### src/rtl/lcd_scanout.sv
`default_nettype none
// ============================================================================
//  Module   : lcd_scanout
//  Purpose  : Panel timing generator and line-buffer pixel scan-out with
//             per-line fetch requests to the framebuffer DMA.
//             Optional build macro LCD_TEST_PATTERN_EN adds colour-bar output.
//  Revision : 1.0  initial release
// ============================================================================

package lcd;
    typedef struct packed {
        logic [7:0] r;
        logic [7:0] g;
        logic [7:0] b;
    } color;
endpackage

module lcd_scanout #(
    parameter int CLK_DIV  = 2,
    parameter int H_ACTIVE = 800,
    parameter int H_FP     = 40,
    parameter int H_SYNC   = 48,
    parameter int H_BP     = 40,
    parameter int V_ACTIVE = 480,
    parameter int V_FP     = 13,
    parameter int V_SYNC   = 3,
    parameter int V_BP     = 29
) (
    input  logic        clk,
    input  logic        rst,
    input  logic        en,
`ifdef LCD_TEST_PATTERN_EN
    input  logic        pattern_en,
`endif
    output logic [9:0]  buffer_addr,
    output logic        buffer_clk,
    input  lcd::color   buffer_data,
    output logic [8:0]  row,
    output logic        hsync,
    output logic        lcd_dclk,
    output logic        lcd_de,
    output logic        lcd_hsync_n,
    output logic        lcd_vsync_n,
    output logic [7:0]  lcd_r,
    output logic [7:0]  lcd_g,
    output logic [7:0]  lcd_b
);

    localparam int H_TOTAL = H_ACTIVE + H_FP + H_SYNC + H_BP;
    localparam int V_TOTAL = V_ACTIVE + V_FP + V_SYNC + V_BP;
    localparam int DW      = $clog2(CLK_DIV);
    localparam int HW      = $clog2(H_TOTAL);
    localparam int VW      = $clog2(V_TOTAL);

    localparam logic [DW-1:0] DIV_LAST   = DW'(CLK_DIV - 1);
    localparam logic [DW-1:0] DIV_HALF   = DW'(CLK_DIV / 2);
    localparam logic [HW-1:0] H_LAST     = HW'(H_TOTAL - 1);
    localparam logic [HW-1:0] H_ACT_END  = HW'(H_ACTIVE);
    localparam logic [HW-1:0] H_SYNC_BEG = HW'(H_ACTIVE + H_FP);
    localparam logic [HW-1:0] H_SYNC_END = HW'(H_ACTIVE + H_FP + H_SYNC);
    localparam logic [VW-1:0] V_LAST     = VW'(V_TOTAL - 1);
    localparam logic [VW-1:0] V_ACT_END  = VW'(V_ACTIVE);
    localparam logic [VW-1:0] V_SYNC_BEG = VW'(V_ACTIVE + V_FP);
    localparam logic [VW-1:0] V_SYNC_END = VW'(V_ACTIVE + V_FP + V_SYNC);

    logic [DW-1:0] div;
    logic [HW-1:0] hcnt;
    logic [VW-1:0] vcnt;
    logic [VW-1:0] v_next;
    logic          tick;
    logic          h_wrap;
    logic          h_act;
    logic          v_act;
    logic          h_in_sync;
    logic          v_in_sync;
    logic          fetch;

    // First pipeline stage: region flags of the pixel whose address was just issued
    logic          de_p;
    logic          hs_p;
    logic          vs_p;
    lcd::color     pix;

    assign buffer_clk = clk;

    assign tick      = (div == '0);
    assign h_wrap    = (hcnt == H_LAST);
    assign v_next    = (vcnt == V_LAST) ? '0 : vcnt + 1'b1;
    assign h_act     = (hcnt < H_ACT_END);
    assign v_act     = (vcnt < V_ACT_END);
    assign h_in_sync = (hcnt >= H_SYNC_BEG) && (hcnt < H_SYNC_END);
    assign v_in_sync = (vcnt >= V_SYNC_BEG) && (vcnt < V_SYNC_END);
    assign fetch     = tick && (hcnt == H_ACT_END) && (v_next < V_ACT_END);

`ifdef LCD_TEST_PATTERN_EN
    localparam int BAR_W = (H_ACTIVE >= 8) ? H_ACTIVE / 8 : 1;

    logic [2:0] bar;
    lcd::color  bar_color;

    // White, yellow, cyan, green, magenta, red, blue, black
    assign bar         = 3'(buffer_addr / 10'(BAR_W));
    assign bar_color.r = {8{~bar[1]}};
    assign bar_color.g = {8{~bar[2]}};
    assign bar_color.b = {8{~bar[0]}};
`endif

    always_comb begin
        pix = buffer_data;
`ifdef LCD_TEST_PATTERN_EN
        if (pattern_en) begin
            pix = bar_color;
        end
`endif
    end

    always_ff @(posedge clk or posedge rst) begin
        if (rst) begin
            div  <= '0;
            hcnt <= '0;
            vcnt <= '0;
        end else if (!en) begin
            div  <= '0;
            hcnt <= '0;
            vcnt <= '0;
        end else begin
            div <= (div == DIV_LAST) ? '0 : div + 1'b1;
            if (tick) begin
                hcnt <= h_wrap ? '0 : hcnt + 1'b1;
                if (h_wrap) begin
                    vcnt <= v_next;
                end
            end
        end
    end

    // Fetch request and line-buffer addressing; row and address hold while disabled
    always_ff @(posedge clk or posedge rst) begin
        if (rst) begin
            buffer_addr <= '0;
            row         <= '0;
            hsync       <= 1'b0;
            lcd_dclk    <= 1'b0;
        end else if (!en) begin
            hsync       <= 1'b0;
            lcd_dclk    <= 1'b0;
        end else begin
            lcd_dclk <= (div >= DIV_HALF);
            hsync    <= fetch;
            if (fetch) begin
                row <= 9'(v_next);
            end
            if (tick && h_act) begin
                buffer_addr <= 10'(hcnt);
            end
        end
    end

    always_ff @(posedge clk or posedge rst) begin
        if (rst) begin
            de_p        <= 1'b0;
            hs_p        <= 1'b0;
            vs_p        <= 1'b0;
            lcd_de      <= 1'b0;
            lcd_hsync_n <= 1'b1;
            lcd_vsync_n <= 1'b1;
            lcd_r       <= 8'h00;
            lcd_g       <= 8'h00;
            lcd_b       <= 8'h00;
        end else if (!en) begin
            de_p        <= 1'b0;
            hs_p        <= 1'b0;
            vs_p        <= 1'b0;
            lcd_de      <= 1'b0;
            lcd_hsync_n <= 1'b1;
            lcd_vsync_n <= 1'b1;
            lcd_r       <= 8'h00;
            lcd_g       <= 8'h00;
            lcd_b       <= 8'h00;
        end else if (tick) begin
            de_p        <= h_act && v_act;
            hs_p        <= h_in_sync;
            vs_p        <= v_in_sync;
            lcd_de      <= de_p;
            lcd_hsync_n <= !hs_p;
            lcd_vsync_n <= !vs_p;
            lcd_r       <= de_p ? pix.r : 8'h00;
            lcd_g       <= de_p ? pix.g : 8'h00;
            lcd_b       <= de_p ? pix.b : 8'h00;
        end
    end

endmodule

`default_nettype wire

### config.mk
export PLATFORM = sky130hd
export DESIGN_NAME = lcd_scanout
export DESIGN_NICKNAME = d
export VERILOG_FILES = /design/src/rtl/lcd_scanout.sv
export SDC_FILE = /design/constraint.sdc
export NUM_CORES = 1
export LEC_CHECK = 0
export CAP_MARGIN = 25
export CORE_ASPECT_RATIO = 0.6
export CORE_MARGIN = 2
export CORE_UTILIZATION = 40
export DETAILED_ROUTE_END_ITERATION = 12
export GPL_TIMING_DRIVEN = 0
export PLACE_DENSITY_LB_ADDON = 0.25
export SYNTH_ARGS = -nofsm -noshare
export SYNTH_HDL_FRONTEND = slang
export SYNTH_SLANG_ARGS = --single-unit
### constraint.sdc
create_clock -name clk -period 5.2 [get_ports clk]
set_input_delay 1.56 -clock clk [delete_from_list [all_inputs] [get_ports clk]]
set_output_delay 1.56 -clock clk [all_outputs]
set_load 0.05 [all_outputs]
---- Yosys cells after proc, flatten, opt, wreduce, memory -nomap -nowiden ----
Cells that the tools add are included.
word-level totals
  flip-flop bits (word level) ............. 72
  input port bits ......................... 27
  output and inout bits ................... 49
  logic and storage cells ................. 76
operators by class
  add/sub/neg operators ................... 3
  magnitude comparators ................... 8
  equal/unequal tests ..................... 5
  muxes and demuxes ....................... 32
  bitwise gates (word level) .............. 1
  reduce and logical (&&, ||, !) cells .... 11
operators with widths
  kind                                                                 number
  2-to-1 mux 8 bit                                                     9
  2-to-1 mux 10 bit                                                    7
  == test 10 bit (second input constant)                               3
  less-than comparator 10 x 9 -> 1 bit (second input constant)         3
  adder 10 x 1 -> 10 bit (second input constant)                       2
  less-than comparator 10 bit (second input constant)                  2
  2-to-1 mux 1 bit                                                     16
  greater-or-equal comparator 10 bit (second input constant)           1
  greater-or-equal comparator 10 x 9 -> 1 bit (second input constant)  1
  logical AND 1 bit                                                    6
  AND reduction 2 bit                                                  3
  zero test 1 bit                                                      2
  != test 2 x 1 -> 1 bit (second input constant)                       1
  != test 2 bit (second input constant)                                1
  adder 1 bit (second input constant)                                  1
  greater-or-equal comparator 1 bit (second input constant)            1
  NOT 1 bit                                                            1

---- Longest topological paths before layout ----
  depth after elaboration ................. 5
  depth in mapped cells ................... 8
  depth with buffers taken out ............ 7

==> reports/summary.md <==
Setup path
• **reg-to-reg endpoint** row[2]
• **highest net fanout along the worst path** 2
• **critical path's largest stage delay** 0.41 ns
• **Data required, critical path** 3.64 ns
• **Crit-path slowest cell** sky130_fd_sc_hd__dlygate4sd2_1
• **start of the worst register-to-register path** vcnt[1]
• **reg-to-reg setup timing slack** 2.66 ns
• **startpoint class of the critical path** clock port
• **CP dominant cell by count** sky130_fd_sc_hd__clkbuf_16
• **Crit Path Class** clock port to output pin
• **WP data arrival** 3.38 ns
• **worst path cell trace** clkbuf_16, clkbuf_16, buf_4, dlygate4sd2_1
• **kind of end point of the critical path** output pin
• **crit-path leading delay family** buffers and inverters
• **Critical path buffers and inverters** 4
• **cell depth of the worst flop-to-flop path** 6

Detailed routing
• **Post-DRT Antenna Nets** 0
• **drt pass-1 iters** 4
• **number of remaining DRC errors** 0
• **count of routing violations after the opening detailed-route iteration** 140
• **DRT Wirelength** 8210 microns
• **average via count per standard cell** 5.31
• **number of vias in the routed layout** 2707
• **Routed WL per cell** 16.1 microns

STA
• **skew final** 0.00830 ns
• **Slew Limit Fails** 0
• **final total negative setup slack** 0 ns
• **Final setup viols** 0
• **actual transition at the worst max-transition pin** 0.990 ns
• **normalized max-slew margin** 0.330
• **post-route worst setup slack** 0.263 ns
• **RSZ-0062 raised after global routing** false
• **final hold violation count** 0

Global route
• **global-route track usage on met2** 0.212
• **number of antenna violations at the first check in global routing** 0
• **overall fraction of global-route tracks in use** 0.188
• **busiest layer in global routing** met1
• **maximum number of pins on one net before global-route repair** 73
• **met3 routing resource usage after global routing** 0.0704
• **first-pass GRT wire length** 12700 microns
• **GR Util met1** 0.306
• **total global routing overflow** 0
• **number of global-route vias before repair** 2412

Finish
• **ant diodes** 0
• **most common cell after layout, fill and taps aside** sky130_fd_sc_hd__clkdlybuf4s50_1
• **Final Cell Area** 0.00466 sq mm
• **fraction of final layout cells with drive strength greater than 1** 0.138
• **Final Net Count** 426
• **most used cells in the layout excluding fill and tap cells** sky130_fd_sc_hd__clkdlybuf4s50_1 (74), sky130_fd_sc_hd__dfrtp_1 (70), sky130_fd_sc_hd__a22o_1 (25)
• **Fill cells** 738
• **final cell count without fillers** 510
• **area added between synthesis and finish** 36.0%

Synth
• **EDFF count, synth** 0
• **cell types with the largest area share after synthesis** sky130_fd_sc_hd__dfrtp_1 (51%), sky130_fd_sc_hd__a22o_1 (6.4%), sky130_fd_sc_hd__mux2_2 (3.9%), sky130_fd_sc_hd__xnor2_1 (3.1%), sky130_fd_sc_hd__ha_1 (2.2%)
• **sequential share of the synthesized area** 0.526
• **gate count of the mapped netlist** 304
• **post-synthesis net count** 337
• **post-synthesis average cell area** 11.3 sq um
• **count of synthesis-stage warnings from yosys** 0
• **commonest register cell after synthesis** sky130_fd_sc_hd__dfrtp_1
• **async set-reset flop share out of synthesis** 1.00
• **Unique masters post-synth** 56
• **share of the synthesized area in the top cell type** 0.511
• **mapped cell area** 0.00343 sq mm
• **post-synthesis register bit count** 72
• **cell accounting for the most synthesized area** sky130_fd_sc_hd__dfrtp_1

Hold path
• **worst hold path cell count** 2
• **Hold Path Sink** de_p
• **hold path startpoint** de_p
• **type of the most critical hold path** register to register

Status
• **outcome** finished, final reports clean

Die
• **die outline area** 0.00935 sq mm
• **starting density of the core** 0.407
• **std cell rows** 26
• **Die Y-Extent** 75.7 microns
• **num ports** 76
• **core region area** 0.00843 sq mm
• **die outline width** 123 microns

Job
• **count of maximum capacitance violations** 0

Clock network
• **register clock-pin slew on the reported worst setup and hold paths** 0.05 ns
• **insertion delay to the later sink of the worst-skew pair** 0.44 ns
• **TritonCTS clock tree** done
• **total of hold buffers inserted after clock tree synthesis** 0

Place
• **detailed placer's ending HPWL** 5800 microns
• **I/O Buffers** 75
• **final estimated routing congestion in global placement** 0.882
• **Setup Slack @ Placement** 0.254 ns
• **dpl cell area** 0.00432 sq mm
• **post-placement cell count** 491

Power and ir drop
• **PwrDens** 312 mW/mm^2
• **maximum vdd drop** 0.381 mV
• **final total power** 1.45 mW
• **leak pwr** 2.02 nW

## where the power goes
part	total, mW	leakage (nW)	internal, mW	switching [mW]
sequential	0.587	0.975	0.577	0.00961
clock	0.713	0.171	0.434	0.279
combinational	0.155	0.871	0.0579	0.0967
## worst max path at each step
stage	start	endpoint	slack (ns)	depth (start not counted)
after floorplan	clk	buffer_clk	0.87	1
final	clk	buffer_clk	0.26	4
after global routing	clk	buffer_clk	0.25	4
after CTS	clk	buffer_clk	0.25	4
after global placement	clk	buffer_clk	0.25	2
after detailed placement	clk	buffer_clk	0.25	2
## cells by family (layout without fill, tap and decap cells)
logic type / after synthesis / after routing / synth area share
AO/OA/AOI/OAI: 70 / 70 / 0.161
XOR/XNOR: 13 / 13 / 0.0332
adder cells (fa/ha/maj): 6 / 6 / 0.0219
buffers and inverters: 38 / 132 / 0.0573
flip-flops: 72 / 72 / 0.526
multiplexers: 15 / 15 / 0.0482
AND/OR/NAND/NOR: 90 / 90 / 0.152
## per-stage QoR
stage,hold WS [ns],util
finish,0.484,0.553
floorplan,0.440,-
detailed placement,0.471,0.513
CTS,0.482,0.553
global route,0.517,0.553
global placement,0.459,0.512
## synth_stat cells (6+ instances only)
cell type,instances
sky130_fd_sc_hd__nand3_1,7
sky130_fd_sc_hd__clkbuf_1,12
sky130_fd_sc_hd__inv_1,13
sky130_fd_sc_hd__nor3_1,7
sky130_fd_sc_hd__ha_1,6
sky130_fd_sc_hd__a22o_1,25
sky130_fd_sc_hd__o21ai_0,13
sky130_fd_sc_hd__nand2_1,18
sky130_fd_sc_hd__dfrtp_1,70
sky130_fd_sc_hd__xnor2_1,12
sky130_fd_sc_hd__and2_1,6
sky130_fd_sc_hd__nor2_1,12
sky130_fd_sc_hd__mux2_2,12
## flip-flops by register name (all words and copies together) (netlist names), 8 cells and up
signal / cells
hcnt: 10
lcd_r: 8
row: 9
lcd_b: 8
buffer_addr: 10
lcd_g: 8
vcnt: 10
## what timing repair did
action,4_1_cts,5_1_grt
endpoints found under the hold margin,0,0
resized for setup,1,0
setup endpoints to repair,1,0
buffers inserted,0,0
## per-layer routing
metal,up-vias,wire length [microns]
met1,1316,4410
met4,0,133
li1,1282,-
met3,15,539
met2,94,3130
met5,-,0
## tightest hold or removal path, delay by kind of cell (launching register included)
kind             cells  cell delay [ns]
flip-flops           1             0.34
AO/OA/AOI/OAI        1             0.06
AND/OR/NAND/NOR      1             0.05
## layout make-up
type,instances,area (sq um),area share
buffer,25,148,0.0317
clock buffer,14,313,0.0671
clock inverter,6,37.5,0.00805
inverter,13,51.3,0.0110
multi-input combinational,194,1430,0.306
sequential,72,1800,0.387
tap,112,140,0.0301
timing repair buffer,74,741,0.159
No activity file was read; power rests on OpenSTA's default activity.
